### src/rtl/multicycle_control_unit_if.sv
// Control/status bundle between the multi-cycle control unit (master) and the
// datapath/memory side (slave).
interface multicycle_control_unit_if #(
   parameter int CNT_W = 32
);
   logic [4:0]       opcode;
   logic             funct7_b0;
   logic             mem_ready;
   logic             mdu_done;
   logic             mem_req;
   logic             mem_we;
   logic             iord;
   logic             ir_write;
   logic             pc_write;
   logic             pc_write_cond;
   logic [1:0]       alu_src_a;
   logic [1:0]       alu_src_b;
   logic [2:0]       alu_op;
   logic [1:0]       wb_sel;
   logic             reg_write;
   logic             mdu_start;
   logic             halted;
   logic [1:0]       fault;
   logic [CNT_W-1:0] instret;

   modport master (
      input  opcode, funct7_b0, mem_ready, mdu_done,
      output mem_req, mem_we, iord, ir_write, pc_write, pc_write_cond,
             alu_src_a, alu_src_b, alu_op, wb_sel, reg_write, mdu_start,
             halted, fault, instret
   );

   modport slave (
      output opcode, funct7_b0, mem_ready, mdu_done,
      input  mem_req, mem_we, iord, ir_write, pc_write, pc_write_cond,
             alu_src_a, alu_src_b, alu_op, wb_sel, reg_write, mdu_start,
             halted, fault, instret
   );
endinterface

### src/rtl/multicycle_control_unit.sv
// Moore FSM sequencing RV32I instructions through FETCH/DECODE/EXEC/MEM/WB over a
// shared memory port. Optional multiply/divide sequencing: define MULTICYCLE_MDU_EN.
`ifndef OPCODE_LOAD
`define OPCODE_LOAD    5'b00000
`endif
`ifndef OPCODE_CUSTOM0
`define OPCODE_CUSTOM0 5'b00010
`endif
`ifndef OPCODE_ARITH_I
`define OPCODE_ARITH_I 5'b00100
`endif
`ifndef OPCODE_AUIPC
`define OPCODE_AUIPC   5'b00101
`endif
`ifndef OPCODE_STORE
`define OPCODE_STORE   5'b01000
`endif
`ifndef OPCODE_CUSTOM1
`define OPCODE_CUSTOM1 5'b01010
`endif
`ifndef OPCODE_ARITH_R
`define OPCODE_ARITH_R 5'b01100
`endif
`ifndef OPCODE_LUI
`define OPCODE_LUI     5'b01101
`endif
`ifndef OPCODE_CUSTOM2
`define OPCODE_CUSTOM2 5'b10110
`endif
`ifndef OPCODE_BRANCH
`define OPCODE_BRANCH  5'b11000
`endif
`ifndef OPCODE_JALR
`define OPCODE_JALR    5'b11001
`endif
`ifndef OPCODE_JAL
`define OPCODE_JAL     5'b11011
`endif
`ifndef OPCODE_SYSTEM
`define OPCODE_SYSTEM  5'b11100
`endif
`ifndef OPCODE_CUSTOM3
`define OPCODE_CUSTOM3 5'b11110
`endif

module multicycle_control_unit #(
   parameter int MEM_TIMEOUT = 15,
   parameter int CNT_W       = 32
) (
   input  logic                       clk,
   input  logic                       rst_n,
   multicycle_control_unit_if.master  bus
);

`ifdef MULTICYCLE_MDU_EN
   typedef enum logic [2:0] {
      S_RST, S_FETCH, S_DECODE, S_EXEC, S_MEM, S_WB, S_MDU, S_HALT
   } state_t;
`else
   typedef enum logic [2:0] {
      S_RST, S_FETCH, S_DECODE, S_EXEC, S_MEM, S_WB, S_HALT
   } state_t;
`endif

   localparam logic [7:0] WAIT_LAST = 8'(MEM_TIMEOUT - 1);
   localparam logic [1:0] FLT_NONE  = 2'b00;
   localparam logic [1:0] FLT_ILL   = 2'b01;
   localparam logic [1:0] FLT_MEM   = 2'b10;

   state_t           state_q, state_d;
   logic [4:0]       op_q, op_d;
   logic             f7_q, f7_d;
   logic [7:0]       wait_q, wait_d;
   logic [1:0]       fault_q, fault_d;
   logic [CNT_W-1:0] instret_q, instret_d;
   logic             retire;

   always_ff @(posedge clk or negedge rst_n) begin
      if (!rst_n) begin
         state_q   <= S_RST;
         op_q      <= 5'b0;
         f7_q      <= 1'b0;
         wait_q    <= 8'b0;
         fault_q   <= FLT_NONE;
         instret_q <= '0;
      end else begin
         state_q   <= state_d;
         op_q      <= op_d;
         f7_q      <= f7_d;
         wait_q    <= wait_d;
         fault_q   <= fault_d;
         instret_q <= instret_d;
      end
   end

   always_comb begin
      state_d = state_q;
      op_d    = op_q;
      f7_d    = f7_q;
      fault_d = fault_q;
      retire  = 1'b0;
      case (state_q)
         S_RST: state_d = S_FETCH;
         S_FETCH: begin
            // Completion beats the timeout when both land in the same cycle.
            if (bus.mem_ready) begin
               state_d = S_DECODE;
            end else if (wait_q == WAIT_LAST) begin
               state_d = S_HALT;
               fault_d = FLT_MEM;
            end
         end
         S_DECODE: begin
            op_d = bus.opcode;
`ifdef MULTICYCLE_MDU_EN
            f7_d = bus.funct7_b0;
`endif
            case (bus.opcode)
               `OPCODE_LOAD, `OPCODE_STORE, `OPCODE_ARITH_R, `OPCODE_ARITH_I,
               `OPCODE_LUI, `OPCODE_AUIPC, `OPCODE_BRANCH, `OPCODE_JAL,
               `OPCODE_JALR: state_d = S_EXEC;
               `OPCODE_SYSTEM, `OPCODE_CUSTOM0, `OPCODE_CUSTOM1,
               `OPCODE_CUSTOM2, `OPCODE_CUSTOM3: begin
                  state_d = S_HALT;
                  fault_d = FLT_NONE;
               end
               default: begin
                  state_d = S_HALT;
                  fault_d = FLT_ILL;
               end
            endcase
         end
         S_EXEC: begin
            case (op_q)
               `OPCODE_LOAD, `OPCODE_STORE: state_d = S_MEM;
               `OPCODE_BRANCH: begin
                  state_d = S_FETCH;
                  retire  = 1'b1;
               end
               default: state_d = S_WB;
            endcase
`ifdef MULTICYCLE_MDU_EN
            if (op_q == `OPCODE_ARITH_R && f7_q) state_d = S_MDU;
`endif
         end
         S_MEM: begin
            if (bus.mem_ready) begin
               if (op_q == `OPCODE_STORE) begin
                  state_d = S_FETCH;
                  retire  = 1'b1;
               end else begin
                  state_d = S_WB;
               end
            end else if (wait_q == WAIT_LAST) begin
               state_d = S_HALT;
               fault_d = FLT_MEM;
            end
         end
         S_WB: begin
            state_d = S_FETCH;
            retire  = 1'b1;
         end
`ifdef MULTICYCLE_MDU_EN
         S_MDU: if (bus.mdu_done) state_d = S_WB;
`endif
         S_HALT: state_d = S_HALT;
         default: state_d = S_HALT;
      endcase

      if (state_d != state_q) wait_d = 8'b0;
      else if (state_q == S_FETCH || state_q == S_MEM) wait_d = wait_q + 8'd1;
      else wait_d = wait_q;

      instret_d = retire ? instret_q + 1'b1 : instret_q;
   end

   // Strobes decode from the state register; only the FETCH completion strobes
   // follow mem_ready so the IR and PC load in the completing cycle.
   always_comb begin
      bus.mem_req       = 1'b0;
      bus.mem_we        = 1'b0;
      bus.iord          = 1'b0;
      bus.ir_write      = 1'b0;
      bus.pc_write      = 1'b0;
      bus.pc_write_cond = 1'b0;
      bus.alu_src_a     = 2'b00;
      bus.alu_src_b     = 2'b00;
      bus.alu_op        = 3'b000;
      bus.wb_sel        = 2'b00;
      bus.reg_write     = 1'b0;
      bus.mdu_start     = 1'b0;
      case (state_q)
         S_FETCH: begin
            bus.mem_req   = 1'b1;
            bus.alu_src_b = 2'b01;
            bus.ir_write  = bus.mem_ready;
            bus.pc_write  = bus.mem_ready;
         end
         S_DECODE: bus.alu_src_b = 2'b10;
         S_EXEC: begin
            case (op_q)
               `OPCODE_LOAD, `OPCODE_STORE: begin
                  bus.alu_src_a = 2'b01;
                  bus.alu_src_b = 2'b10;
               end
               `OPCODE_ARITH_R: begin
                  bus.alu_src_a = 2'b01;
                  bus.alu_op    = 3'b010;
`ifdef MULTICYCLE_MDU_EN
                  bus.mdu_start = f7_q;
`endif
               end
               `OPCODE_ARITH_I: begin
                  bus.alu_src_a = 2'b01;
                  bus.alu_src_b = 2'b10;
                  bus.alu_op    = 3'b011;
               end
               `OPCODE_LUI: begin
                  bus.alu_src_a = 2'b10;
                  bus.alu_src_b = 2'b10;
               end
               `OPCODE_AUIPC: bus.alu_src_b = 2'b10;
               `OPCODE_BRANCH: begin
                  bus.alu_src_a     = 2'b01;
                  bus.alu_op        = 3'b001;
                  bus.pc_write_cond = 1'b1;
               end
               `OPCODE_JAL: begin
                  bus.alu_src_b = 2'b10;
                  bus.pc_write  = 1'b1;
               end
               `OPCODE_JALR: begin
                  bus.alu_src_a = 2'b01;
                  bus.alu_src_b = 2'b10;
                  bus.pc_write  = 1'b1;
               end
               default: ;
            endcase
         end
         S_MEM: begin
            bus.mem_req = 1'b1;
            bus.iord    = 1'b1;
            bus.mem_we  = (op_q == `OPCODE_STORE);
         end
         S_WB: begin
            bus.reg_write = 1'b1;
            if (op_q == `OPCODE_LOAD) bus.wb_sel = 2'b01;
            else if (op_q == `OPCODE_JAL || op_q == `OPCODE_JALR) bus.wb_sel = 2'b10;
`ifdef MULTICYCLE_MDU_EN
            else if (op_q == `OPCODE_ARITH_R && f7_q) bus.wb_sel = 2'b11;
`endif
         end
         default: ;
      endcase
   end

`ifndef MULTICYCLE_MDU_EN
   logic unused_mdu_inputs;
   assign unused_mdu_inputs = bus.funct7_b0 ^ bus.mdu_done ^ f7_q;
`endif

   assign bus.halted  = (state_q == S_HALT);
   assign bus.fault   = fault_q;
   assign bus.instret = instret_q;

endmodule

### src/flat_wrapper.sv
// flat-port wrapper written by rule: the top's interface ports become plain ports
module multicycle_control_unit_flat 
#(
   parameter int MEM_TIMEOUT = 15,
   parameter int CNT_W       = 32
)
  (clk, rst_n, bus_opcode, bus_funct7_b0, bus_mem_ready, bus_mdu_done, bus_mem_req, bus_mem_we, bus_iord, bus_ir_write, bus_pc_write, bus_pc_write_cond, bus_alu_src_a, bus_alu_src_b, bus_alu_op, bus_wb_sel, bus_reg_write, bus_mdu_start, bus_halted, bus_fault, bus_instret);
  multicycle_control_unit_if #(.CNT_W(CNT_W)) bus_i ();
  input  logic clk;
  input  logic rst_n;
  input wire logic [$bits(bus_i.opcode)-1:0] bus_opcode;
  input wire logic [$bits(bus_i.funct7_b0)-1:0] bus_funct7_b0;
  input wire logic [$bits(bus_i.mem_ready)-1:0] bus_mem_ready;
  input wire logic [$bits(bus_i.mdu_done)-1:0] bus_mdu_done;
  output wire logic [$bits(bus_i.mem_req)-1:0] bus_mem_req;
  output wire logic [$bits(bus_i.mem_we)-1:0] bus_mem_we;
  output wire logic [$bits(bus_i.iord)-1:0] bus_iord;
  output wire logic [$bits(bus_i.ir_write)-1:0] bus_ir_write;
  output wire logic [$bits(bus_i.pc_write)-1:0] bus_pc_write;
  output wire logic [$bits(bus_i.pc_write_cond)-1:0] bus_pc_write_cond;
  output wire logic [$bits(bus_i.alu_src_a)-1:0] bus_alu_src_a;
  output wire logic [$bits(bus_i.alu_src_b)-1:0] bus_alu_src_b;
  output wire logic [$bits(bus_i.alu_op)-1:0] bus_alu_op;
  output wire logic [$bits(bus_i.wb_sel)-1:0] bus_wb_sel;
  output wire logic [$bits(bus_i.reg_write)-1:0] bus_reg_write;
  output wire logic [$bits(bus_i.mdu_start)-1:0] bus_mdu_start;
  output wire logic [$bits(bus_i.halted)-1:0] bus_halted;
  output wire logic [$bits(bus_i.fault)-1:0] bus_fault;
  output wire logic [$bits(bus_i.instret)-1:0] bus_instret;
  assign bus_i.opcode = bus_opcode;
  assign bus_i.funct7_b0 = bus_funct7_b0;
  assign bus_i.mem_ready = bus_mem_ready;
  assign bus_i.mdu_done = bus_mdu_done;
  assign bus_mem_req = bus_i.mem_req;
  assign bus_mem_we = bus_i.mem_we;
  assign bus_iord = bus_i.iord;
  assign bus_ir_write = bus_i.ir_write;
  assign bus_pc_write = bus_i.pc_write;
  assign bus_pc_write_cond = bus_i.pc_write_cond;
  assign bus_alu_src_a = bus_i.alu_src_a;
  assign bus_alu_src_b = bus_i.alu_src_b;
  assign bus_alu_op = bus_i.alu_op;
  assign bus_wb_sel = bus_i.wb_sel;
  assign bus_reg_write = bus_i.reg_write;
  assign bus_mdu_start = bus_i.mdu_start;
  assign bus_halted = bus_i.halted;
  assign bus_fault = bus_i.fault;
  assign bus_instret = bus_i.instret;
  multicycle_control_unit #(.MEM_TIMEOUT(MEM_TIMEOUT), .CNT_W(CNT_W)) u_core (.clk(clk), .rst_n(rst_n), .bus(bus_i));
endmodule
### config.mk
export PLATFORM = sky130hd
export DESIGN_NAME = multicycle_control_unit_flat
export DESIGN_NICKNAME = d
export VERILOG_FILES = /design/src/rtl/multicycle_control_unit_if.sv /design/src/rtl/multicycle_control_unit.sv /design/src/flat_wrapper.sv
export SDC_FILE = /design/constraint.sdc
export NUM_CORES = 1
export LEC_CHECK = 0
export BUFFER_PORTS_ARGS = -buffer_cell sky130_fd_sc_hd__buf_2
export CAP_MARGIN = 20
export CORE_ASPECT_RATIO = 1.75
export CORE_UTILIZATION = 54
export DETAILED_ROUTE_END_ITERATION = 12
export GPL_TIMING_DRIVEN = 0
export PLACE_DENSITY_LB_ADDON = 0.3
export SKIP_LAST_GASP = 1
export SLEW_MARGIN = 10
export SYNTH_ARGS = -nofsm -noshare
export SYNTH_HDL_FRONTEND = slang
export SYNTH_SLANG_ARGS = --single-unit
### constraint.sdc
create_clock -name clk -period 2.8 [get_ports clk]
set_clock_uncertainty 0.1 [all_clocks]
set_input_delay 0.14 -clock clk [delete_from_list [all_inputs] [get_ports clk]]
set_output_delay 0.14 -clock clk [all_outputs]
set_load 0.1 [all_outputs]
After elaboration in Yosys (flattened, before gate mapping)
Cells that the tools add are included.
Widths: inputs -> output; s select.
{"block": "word_totals", "register_bits": 50, "input_bits": 10, "output_inout_bits": 52, "word_cells": 89}
{"block": "op_classes", "n_addsub": 2, "n_eq_ne": 32, "n_mux": 34, "reduce_logical": 16}
{"operator": "$eq 5x5->1 const B", "count": 9}
{"operator": "$eq 5x4->1 const B", "count": 7}
{"operator": "$add 32x1->32 const B", "count": 1}
{"operator": "$eq 5x3->1 const B", "count": 4}
{"operator": "$mux 3", "count": 6}
{"operator": "$mux 8", "count": 2}
{"operator": "$pmux 3 s5", "count": 1}
{"operator": "$mux 2", "count": 7}
{"operator": "$pmux 2 s2", "count": 3}
{"operator": "$pmux 2 s3", "count": 2}
{"operator": "$logic_not 5->1", "count": 2}
{"operator": "$mux 1", "count": 10}
{"operator": "$eq 3x3->1 const B", "count": 3}
{"operator": "$reduce_or 9->1", "count": 1}
{"operator": "$add 8x1->8 const B", "count": 1}
{"operator": "$eq 8x4->1 const B", "count": 1}
{"operator": "$reduce_or 2->1", "count": 4}
{"operator": "$reduce_or 7->1", "count": 1}
{"operator": "$eq 3x2->1 const B", "count": 2}
{"operator": "$pmux 3 s2", "count": 1}
{"operator": "$reduce_or 6->1", "count": 1}
{"operator": "$eq 5x2->1 const B", "count": 1}
{"operator": "$reduce_or 5->1", "count": 1}
{"operator": "$ne 2x2->1 const B", "count": 2}
{"operator": "other kinds (9)", "count": 11}

Longest topological paths before layout
{"block": "depth", "depth_word": 6, "ltp_mapped": 7, "depth_no_buf": 7}

Worst setup path before layout
Ideal clock, no wire load.
{"block": "synth_timing", "kind": "flip-flop to output port", "from": "reg u_core.state_q[2]", "to": "out bus_alu_op[0]", "arrival_time_ns": 3.969, "required_ns": 2.560, "setup_slack_ns": -1.409, "path_stages_with_launch": 5, "path_buffers": 1, "path_cell_list": "dfrtp_1 -> clkbuf_1 -> nor2b_1 -> nand2_1 -> o41ai_1"}
{"block": "synth_via", "elab_chain_cells": 2}
{"item": "start: declaration", "line_no": "multicycle_control_unit.sv:70", "text": "state_t state_q, state_d;"}
{"item": "start signal: assignment", "line_no": "multicycle_control_unit.sv:87", "text": "state_q <= state_d;"}
{"item": "$eq 3x2->1", "line_no": "multicycle_control_unit.sv:192", "text": "case (state_q)"}
{"item": "$mux 3", "line_no": "multicycle_control_unit.sv:192"}
{"item": "end: declaration", "line_no": "flat_wrapper.sv:23", "text": "output wire logic [$bits(bus_i.alu_op)-1:0] bus_alu_op;"}
Every way passes these cells.

Worst setup path in the final report
{"block": "layout_timing", "from": "reg u_core.state_q[2]", "to": "out bus_mem_req"}
{"block": "layout_via", "elab_chain_cells": 3, "word_cells_on_any_way": 4, "classes_between": "eq/ne: 2; mux: 1; reduce/logical: 1"}
{"item": "$eq 3x3->1 or $eq 3x1->1 (tied branches)", "line_no": "multicycle_control_unit.sv:192"}
{"item": "$reduce_or 2->1 (no line) (*)"}
{"item": "$mux 1 (*)", "line_no": "multicycle_control_unit.sv:192"}
{"item": "end: declaration", "line_no": "flat_wrapper.sv:15", "text": "output wire logic [$bits(bus_i.mem_req)-1:0] bus_mem_req;"}
Every way passes the cells marked *; elsewhere a longest branch is shown, timed or not.

==> results.toml <==
[run_status]
status = "finished clean"

[floorplanning]
start_util_pct = 56.8
fp.dieH_um = 95.5
num_rows = 33
io_pins = 62
die-area_um2 = 5290
coreArea_um2 = 4750
die_w_um = 55.4

[critical_path]
slowest_stage = "clkbuf_4"
crit_type = "reg -> out"
required_ns = 2.56
worstPathCellList = "clkbuf_1 -> nand2b_1 -> a21oi_1 -> clkbuf_1 -> clkbuf_4"
cp_max_fo = 10
startpoint_type = "flop"
setup.worst_path.end_class = "primary output"
crit_top_cell = "clkbuf_1"
slowest_delay_ns = 0.43
path_buf_inv = 3
worstPathArrival_ns = 2.32
cp_top_family = "buffers and inverters"

[power]
p_per_area_nw_per_um2 = 607
p_leak_nw = 1.63
power_mw = 1.95
ir_worst_vdd_uv = 424

[sta]
worst_slack_ns = 0.240
setup_viol = 0
relSlewSlack_pct = 64.5
drv_slew = 0
fmax_mhz = 391
fin_crit_sh_pct = 91.4
grt_setup_unrepaired = "false"
worst_slew_pin_slew_ns = 0.528
post-route-min-period_ns = 2.56
holdWs_ns = 0.0136
hold_viol = 0

[clock_tree]
clock_sinks = 50
htreeDepth = 2
path_clk_slew_ns = 0.09
cts_setup_buffers = 0
cts-buffers-inserted = 5
cts_tree = "yes"
cts-root-buf = "clkbuf_8"
clk_latency_ns = 0.30
clockBufferDepth = 2

[layout]
layout.nets = 352
final_cells = 392
drive_gt1_share_pct = 25.6
multiInputGateArea_um2 = 1400
area_delta_synth_final_pct = 19.2
antenna_cells = 0
final_cell_mix = "57 x buf_2, 50 x dfrtp_1, 27 x nand2_1, 22 x nor2_1, 22 x xnor2_1"
utilization_pct = 67.7
seq_area_um2 = 1250
layout_commonest_cell = "buf_2"
fill_cells = 363

[synthesis]
synthArstFlopShare_pct = 100
ys_types = 50
ys.flop_type = "dfrtp_1"
synth_area_um2 = 2700
synth_top_area_share_pct = 46.4
yosysTopAreaCell = "dfrtp_1"
synthTopCellsByArea = "dfrtp_1 46%, xnor2_1 7.1%, xor2_1 5.5%, nand2_1 3.8%, nor2_1 3.5%"
synth_seq_area_share_pct = 46.4
syn-instance-count = 271
yosysWarnings = 0
synth_seq_cells = 50
synth_edf_count = 0
avgSynthCellArea_um2 = 9.94

[route]
drt_iter0_markers = 92
drc = 0
vias = 2262
vias_per_cell = 5.77
wl_per_cell_um = 14.4
detail-route-antenna-nets = 0
drtPass1Iterations = 4
totalWireLength_um = 5660

[placed_design]
hpwlAfterDp_um = 4270
dp_slack_ns = 0.329
io_buffers = 56
gp_congestion = 0.900
dp.cells = 380

[global_route]
overflow = 0
antenna_found_initial = 0
grt_pass1_vias = 2142
track_usage_pct = 23.6
grt_max_degree = 51
grt_pass1_wl_um = 9770

[run]
drv_cap = 0

[hold_path]
hold_class = "in -> reg"
## sequential cells by signal, summed over array words and instances (netlist names)
register / flops
u_core.op_q: 5
u_core.bus.fault: 2
u_core.state_q: 3
u_core.bus.instret: 32
u_core.wait_q: 8
## final timing paths
| check | from | to | slack, ns | cells after the start |
|---|---|---|---|---|
| max | u_core.state_q[2] | bus_mem_req | 0.24 | 5 |
| min | bus_opcode[0] | u_core.op_q[0] | 0.01 | 2 |
| max reg2reg | u_core.state_q[2] | u_core.bus.instret[14] | 0.36 | 7 |
| min reg2reg | u_core.bus.instret[31] | u_core.bus.instret[31] | 0.38 | 1 |
| max in group asynchronous | rst_n | u_core.op_q[1] | 1.96 | 3 |
| min in group asynchronous | rst_n | u_core.op_q[4] | 0.15 | 2 |
## synth_stat cells, types with 3 or more instances
| master | instances |
|---|---|
| xnor2_1 | 22 |
| ha_1 | 3 |
| xor2_1 | 17 |
| nand2_1 | 27 |
| and4_1 | 7 |
| nor2_1 | 25 |
| and2_1 | 3 |
| and3_1 | 7 |
| o21ai_0 | 7 |
| inv_1 | 6 |
| nand2b_1 | 5 |
| nand3_1 | 13 |
| dfrtp_1 | 50 |
| nor3_1 | 7 |
| nand4_1 | 13 |
| a21oi_1 | 8 |
| mux2_2 | 6 |
| clkbuf_1 | 6 |
## timing repair
action	4_1_cts	5_1_grt
setup endpoints to repair	0	1
resized for setup	0	1
hold buffers	3	0
hold endpoints to repair	52	0
## final cells by class
class	instances	area share [%]
timing repair buffer	60	10.4
buffer	11	1.60
sequential	50	38.9
multi-input combinational	205	43.4
tap	52	2.02
inverter	6	0.701
clock inverter	2	0.389
clock buffer	6	2.57
## report_power, final
part,internal (mW),total [mW],switching (mW)
Clock,0.199,0.435,0.236
Sequential,0.799,0.908,0.110
Combinational,0.165,0.606,0.441
## kinds of logic (layout without fill, tap and decap cells)
group	count (synthesis)	in the layout	synth area share [%]
mux	6	6	2.51
buf+inv	17	85	2.74
xor+xnor	39	39	12.7
other cells	1	2	0.139
compound gates	35	35	9.94
simple gates	120	120	24.2
flops	50	50	46.4
fa+ha+maj	3	3	1.39
## per-layer routing
| layer | vias up | GRT usage [%] | part of all wire, % | routed length [um] |
|---|---|---|---|---|
| met5 | - | 0 | 0 | 0 |
| met4 | 0 | 13.8 | 3.7 | 208 |
| met3 | 16 | 2.85 | 2.6 | 146 |
| met2 | 59 | 42.4 | 53 | 3010 |
| met1 | 1103 | 26.9 | 41 | 2290 |
| li1 | 1084 | - | - | - |
## through the flow
step                      area [um2]  TNS (ns)
after floorplan                 2720    -0.950
after global placement          3070         0
after detailed placement        3070         0
after CTS                       3190         0
after global routing            3210         0
final                           3210         0
Power figures use the tool's default switching activity.
